### config.mk
export PLATFORM = sky130hd
export DESIGN_NAME = branch_pred_unit
export DESIGN_NICKNAME = d
export VERILOG_FILES = /design/src/rtl/branch_pred_unit.sv
export SDC_FILE = /design/constraint.sdc
export NUM_CORES = 1
export LEC_CHECK = 0
export CAP_MARGIN = 25
export CORE_UTILIZATION = 60
export CTS_BUF_LIST = sky130_fd_sc_hd__clkbuf_8
export DETAILED_ROUTE_END_ITERATION = 10
export PLACE_DENSITY = 0.84
export SLEW_MARGIN = 5
export SYNTH_ARGS = -nofsm -noshare
export SYNTH_HDL_FRONTEND = slang
export SYNTH_SLANG_ARGS = --single-unit
### constraint.sdc
create_clock -name clk -period 14.1 [get_ports clk]
set_input_delay 2.82 -clock clk [delete_from_list [all_inputs] [get_ports clk]]
set_output_delay 2.82 -clock clk [all_outputs]
set_load 0.02 [all_outputs]
### src/rtl/branch_pred_unit.sv
// Fetch-stage branch predictor: fully associative BTB with 2-bit counters, optional return-address stack (BPU_RAS_EN).
// Latency: prediction is combinational (0 cycles); updates, pushes and pops become visible the cycle after their edge.
// Backpressure: none; every lookup, update and push/pop strobe is accepted every cycle.
module branch_pred_unit #(
  parameter int ENTRIES   = 4,
  parameter int ADR_W     = 32,
  parameter int RAS_DEPTH = 8
) (
  input  logic             clk,
  input  logic             reset,
  input  logic [ADR_W-1:0] LOOKUP_ADR_SI,
  output logic             PRED_TAKEN_SP,
  output logic [ADR_W-1:0] PRED_ADR_SP,
  input  logic             UPD_VALID_SD,
  input  logic [ADR_W-1:0] UPD_ADR_SD,
  input  logic [ADR_W-1:0] UPD_TARGET_SD,
  input  logic             UPD_TAKEN_SD,
  input  logic             UPD_IS_RET_SD,
  input  logic             RAS_PUSH_SD,
  input  logic             RAS_POP_SD,
  input  logic [ADR_W-1:0] RAS_ADR_SD,
  output logic             RAS_EMPTY_SP
);
  localparam int IW = $clog2(ENTRIES);

  logic             r_vld [ENTRIES];
  logic [ADR_W-1:0] r_tag [ENTRIES];
  logic [ADR_W-1:0] r_tgt [ENTRIES];
  logic             r_ret [ENTRIES];
  logic [1:0]       r_ctr [ENTRIES];
  logic [IW-1:0]    r_ptr;

  logic             w_lk_hit;
  logic [IW-1:0]    w_lk_idx;
  logic             w_up_hit;
  logic [IW-1:0]    w_up_idx;
  logic             w_upd_ret;
  logic             w_ras_nz;
  logic [ADR_W-1:0] w_ras_top;

  // Associative match for lookup and update; descending scan so the lowest index wins.
  always_comb begin
    w_lk_hit = 1'b0;
    w_lk_idx = '0;
    w_up_hit = 1'b0;
    w_up_idx = '0;
    for (int i = ENTRIES - 1; i >= 0; i--) begin
      if (r_vld[i] && (r_tag[i] == LOOKUP_ADR_SI)) begin
        w_lk_hit = 1'b1;
        w_lk_idx = IW'(i);
      end
      if (r_vld[i] && (r_tag[i] == UPD_ADR_SD)) begin
        w_up_hit = 1'b1;
        w_up_idx = IW'(i);
      end
    end
  end

  // Prediction: returns with a non-empty stack follow the stack top, otherwise the counter decides.
  always_comb begin
    PRED_TAKEN_SP = 1'b0;
    PRED_ADR_SP   = '0;
    if (w_lk_hit) begin
      if (r_ret[w_lk_idx] && w_ras_nz) begin
        PRED_TAKEN_SP = 1'b1;
        PRED_ADR_SP   = w_ras_top;
      end else if (r_ctr[w_lk_idx][1]) begin
        PRED_TAKEN_SP = 1'b1;
        PRED_ADR_SP   = r_tgt[w_lk_idx];
      end
    end
  end

  // BTB update: train on hit, allocate round-robin on taken miss, ignore not-taken misses.
  always_ff @(posedge clk) begin
    if (reset) begin
      for (int i = 0; i < ENTRIES; i++) begin
        r_vld[i] <= 1'b0;
        r_tag[i] <= '0;
        r_tgt[i] <= '0;
        r_ret[i] <= 1'b0;
        r_ctr[i] <= 2'd0;
      end
      r_ptr <= '0;
    end else if (UPD_VALID_SD) begin
      if (w_up_hit) begin
        if (UPD_TAKEN_SD) begin
          if (r_ctr[w_up_idx] != 2'd3) r_ctr[w_up_idx] <= r_ctr[w_up_idx] + 2'd1;
          r_tgt[w_up_idx] <= UPD_TARGET_SD;
          r_ret[w_up_idx] <= w_upd_ret;
        end else if (r_ctr[w_up_idx] != 2'd0) begin
          r_ctr[w_up_idx] <= r_ctr[w_up_idx] - 2'd1;
        end
      end else if (UPD_TAKEN_SD) begin
        r_vld[r_ptr] <= 1'b1;
        r_tag[r_ptr] <= UPD_ADR_SD;
        r_tgt[r_ptr] <= UPD_TARGET_SD;
        r_ret[r_ptr] <= w_upd_ret;
        r_ctr[r_ptr] <= 2'd2;
        r_ptr        <= r_ptr + IW'(1);
      end
    end
  end

`ifdef BPU_RAS_EN
  localparam int RW = $clog2(RAS_DEPTH);

  logic [ADR_W-1:0] r_ras [RAS_DEPTH];
  logic [RW-1:0]    r_ras_ptr;
  logic [RW:0]      r_ras_cnt;

  assign w_upd_ret    = UPD_IS_RET_SD;
  assign w_ras_nz     = (r_ras_cnt != '0);
  assign w_ras_top    = r_ras[r_ras_ptr - RW'(1)];
  assign RAS_EMPTY_SP = (r_ras_cnt == '0);

  // Circular return stack; push+pop on a non-empty stack replaces the top in place.
  always_ff @(posedge clk) begin
    if (reset) begin
      for (int i = 0; i < RAS_DEPTH; i++) r_ras[i] <= '0;
      r_ras_ptr <= '0;
      r_ras_cnt <= '0;
    end else if (RAS_PUSH_SD && RAS_POP_SD && w_ras_nz) begin
      r_ras[r_ras_ptr - RW'(1)] <= RAS_ADR_SD;
    end else if (RAS_PUSH_SD) begin
      r_ras[r_ras_ptr] <= RAS_ADR_SD;
      r_ras_ptr        <= r_ras_ptr + RW'(1);
      if (r_ras_cnt != (RW+1)'(RAS_DEPTH)) r_ras_cnt <= r_ras_cnt + (RW+1)'(1);
    end else if (RAS_POP_SD && w_ras_nz) begin
      r_ras_ptr <= r_ras_ptr - RW'(1);
      r_ras_cnt <= r_ras_cnt - (RW+1)'(1);
    end
  end
`else
  logic w_unused_ras;

  assign w_unused_ras = &{1'b0, UPD_IS_RET_SD, RAS_PUSH_SD, RAS_POP_SD, RAS_ADR_SD};
  assign w_upd_ret    = 1'b0;
  assign w_ras_nz     = 1'b0;
  assign w_ras_top    = '0;
  assign RAS_EMPTY_SP = 1'b1;
`endif

endmodule

==> run summary <==
Outcome: finished, final reports clean
Drt drc: 0
Critical path type: input pin to primary output
Hold Crit Class: flop to flop
Ys flop type: edfxtp_1
Post-CTS setup buffers: 0
Cell area after layout: 0.0175 mm²
XOR/XNOR Fraction of Synth Area: 14.9%
CP peak stage delay: 700 ps
Crit-path slowest cell: clkdlybuf4s50_1
Setup Skew: 27.4 ps
Cells after DPL: 1,736
WP data arrival: 7820 ps
Starting DRC count in detailed routing: 1,376
Total gr overflow: 0
Worst-Skew Late Latency: 590 ps
Final setup violation count: 0
Final hold vios: 0
Post-Syn Nets: 1,475
Die Y-Extent: 160 µm
Slew Viols, Final: 0
Routed via count: 11.2k
Clock buffer depth: 3
Clk slew on worst S/H paths: 60 ps
Post-synth ARST share: 0%
Dpl cell area: 0.0166 mm²
RR Startpoint: r_tag[2][22]
TNS Setup: 0 ps
Lkg Pwr: 0.00680 µW
Vias in the first global route: 11.3k
First-pass GRT wire length: 68,900 µm
Final Util: 71.7%
Number of flops mapped to enable cells by yosys: 268
Drt total wl: 46,900 µm
Core Region: 0.0244 mm²
Initial core utilization: 61.5%
DR vias/cell: 6.18
Warnings from Yosys: 0
WL/cell: 25.8 µm
Slew HR: 32.3%
Slew @ Worst Pin: 1010 ps
IO Count: 169
CP startpoint kind: input pin
Synth area leader: edfxtp_1
Antenna Nets Post-Route: 0
Hold-fix buffers, CTS: 0
Crit path required time: 11,280 ps
Final Power: 1830 µW
H-tree level count: 2
CTS tree: done
RR Endpoint: r_ctr[1][1]
GRT Total Usage: 36.9%
Max cap viols: 0
Simple-gate share of the synthesized area: 20.0%
Power per Cell Area: 105 mW/mm²
R2R Setup Slk: 9970 ps
Largest net degree at the start of global routing: 69
R2R depth: 10
Die ar.: 0.0256 mm²
Root Driver: clkbuf_8
Ratio of cells with drive above 1 in the final layout: 8.84%
IO Port Bufs: 132
Share of Yosys cell area claimed by the top area cell type: 53.6%
Synth Area in Compound Gates: 3.17%
Sink Count: 270
Critical path cell sequence: clkdlybuf4s50_1 -> xor2_1 -> nor4_1 -> nand4_1 -> or4_1 -> nor4_1 -> o211a_2 -> buf_4 -> a22oi_2 -> buf_4 -> a211oi_1 -> clkdlybuf4s50_1
Mux contribution to synthesized area: 4.68%
Fmax: 94.0 MHz
Register area share after synthesis: 53.9%
TritonRoute pass-1 iters: 5
GP Congestion: 0.992
Crit share post-route: 75.4%
Antenna diodes: 0
Resized cells post-CTS: 0
Hold Crit Depth: 2
Final Critical Period: 10,640 ps
Syn Std Cell Area: 0.0150 mm²
Non-Filler Instances: 1,818
RSZ-0062 raised after global routing: no
Mean Syn Cell Area: 11.2 µm²
Largest family of logic cells by synthesized area: simple AND/OR/NAND/NOR gates
CP Capture Type: primary output
Area Overhead vs Synth: 16.6%
Detail Placement HPWL: 32,400 µm
Initial antenna violation count: 0
Critical hold path startpoint: r_ptr[0]
Adder-cell share of the synthesized area: 0%
Yosys reg bits: 270
Distinct cells, synth: 60
Hold Path End: r_ptr[0]
Peak VDD IR: 79.3 µV
Synth area leaders: edfxtp_1 (54%), xor2_1 (10%), xnor2_1 (4.7%), and2_1 (4.2%), nor2_1 (3.9%)
Fill cells: 1,777
Syn Inst Count: 1,340
CTS Buf Count: 45
Die X-Extent: 160 µm
CP max FO: 65
Row count: 57
Fin nets: 1,595
-- layout by cell type, fill, tap and decap left out, types with 7 or more instances in the layout --
cell	instances
nand3_1	18
mux2i_1	33
inv_1	61
edfxtp_1	268
and3_1	34
clkdlybuf4s50_1	132
nand2b_1	18
clkbuf_8	46
nor3_1	17
mux2_2	33
nor4_1	69
nand4b_1	10
a211oi_1	32
and2_1	100
xor2_1	174
clkinv_1	9
clkinv_2	7
buf_4	20
xnor2_1	81
nand4_1	26
or4_1	9
nor2_1	154
nand2_1	63
-- stage by stage --
step           hold WS (ps)  setup WS [ps]
2_1_floorplan           440           5450
3_3_place_gp            461           3630
3_5_place_dp            477           3680
4_1_cts                 485           3590
5_1_grt                 517           3410
6_report                491           3460
-- worst max-delay path: cells and delay by family --
family,cells,cell delay [ps]
simple gates,4,1620
compound gates,3,790
buf+inv,4,2240
xor+xnor,1,300
-- worst max path at each step --
stage,start,endpoint,cells past startpoint
5_1_grt,LOOKUP_ADR_SI[28],PRED_ADR_SP[0],12
3_5_place_dp,LOOKUP_ADR_SI[28],PRED_ADR_SP[0],12
4_1_cts,LOOKUP_ADR_SI[28],PRED_ADR_SP[0],12
2_1_floorplan,LOOKUP_ADR_SI[10],PRED_ADR_SP[10],13
3_3_place_gp,LOOKUP_ADR_SI[4],PRED_ADR_SP[0],14
6_report,LOOKUP_ADR_SI[28],PRED_ADR_SP[0],12
-- logic make-up (layout without fill, tap and decap cells) --
| group | after synthesis | in the layout |
|---|---|---|
| AO/OA/AOI/OAI | 63 | 63 |
| flip-flops | 270 | 270 |
| multiplexers | 66 | 66 |
| XOR/XNOR | 255 | 255 |
| buffers and inverters | 128 | 282 |
| other | 1 | 1 |
| AND/OR/NAND/NOR | 557 | 557 |
-- synth_stat cells (all sizes together), types with 18 or more instances --
cell type    n
a211oi      32
and2       100
and3        34
clkbuf      67
edfxtp     268
inv         46
mux2        33
mux2i       33
nand2       63
nand2b      18
nand3       18
nand4       26
nor2       157
nor3        19
nor4        70
xnor2       81
xor2       174
-- flip-flops by register name, indices dropped and copies added (netlist names) --
signal	flops
r_vld	4
r_tag	128
r_tgt	128
r_ptr	2
r_ctr	8
-- routing by layer --
layer	routed length [µm]	global-route usage, %
met5	0	0
met2	22200	60.4
met1	18100	48.1
met3	4410	6.78
met4	2200	16.6
-- report_power, final --
| group | internal, µW | leakage, µW | switching [µW] |
|---|---|---|---|
| logic | 84.5 | 0.00355 | 145 |
| clock network | 326 | 0.000484 | 325 |
| registers | 926 | 0.00277 | 24.9 |
| total | 1340 | 0.00680 | 495 |
-- final cells by class --
type	count	area [µm²]	share of cell area, %
clock inverter	35	189	1.08
inverter	46	173	0.987
sequential	270	8090	46.2
clock buffer	46	633	3.62
tap	324	405	2.32
timing repair buffer	155	1520	8.68
multi-input combinational	942	6490	37.1
Note: power is estimated with default switching activity, not from simulation.
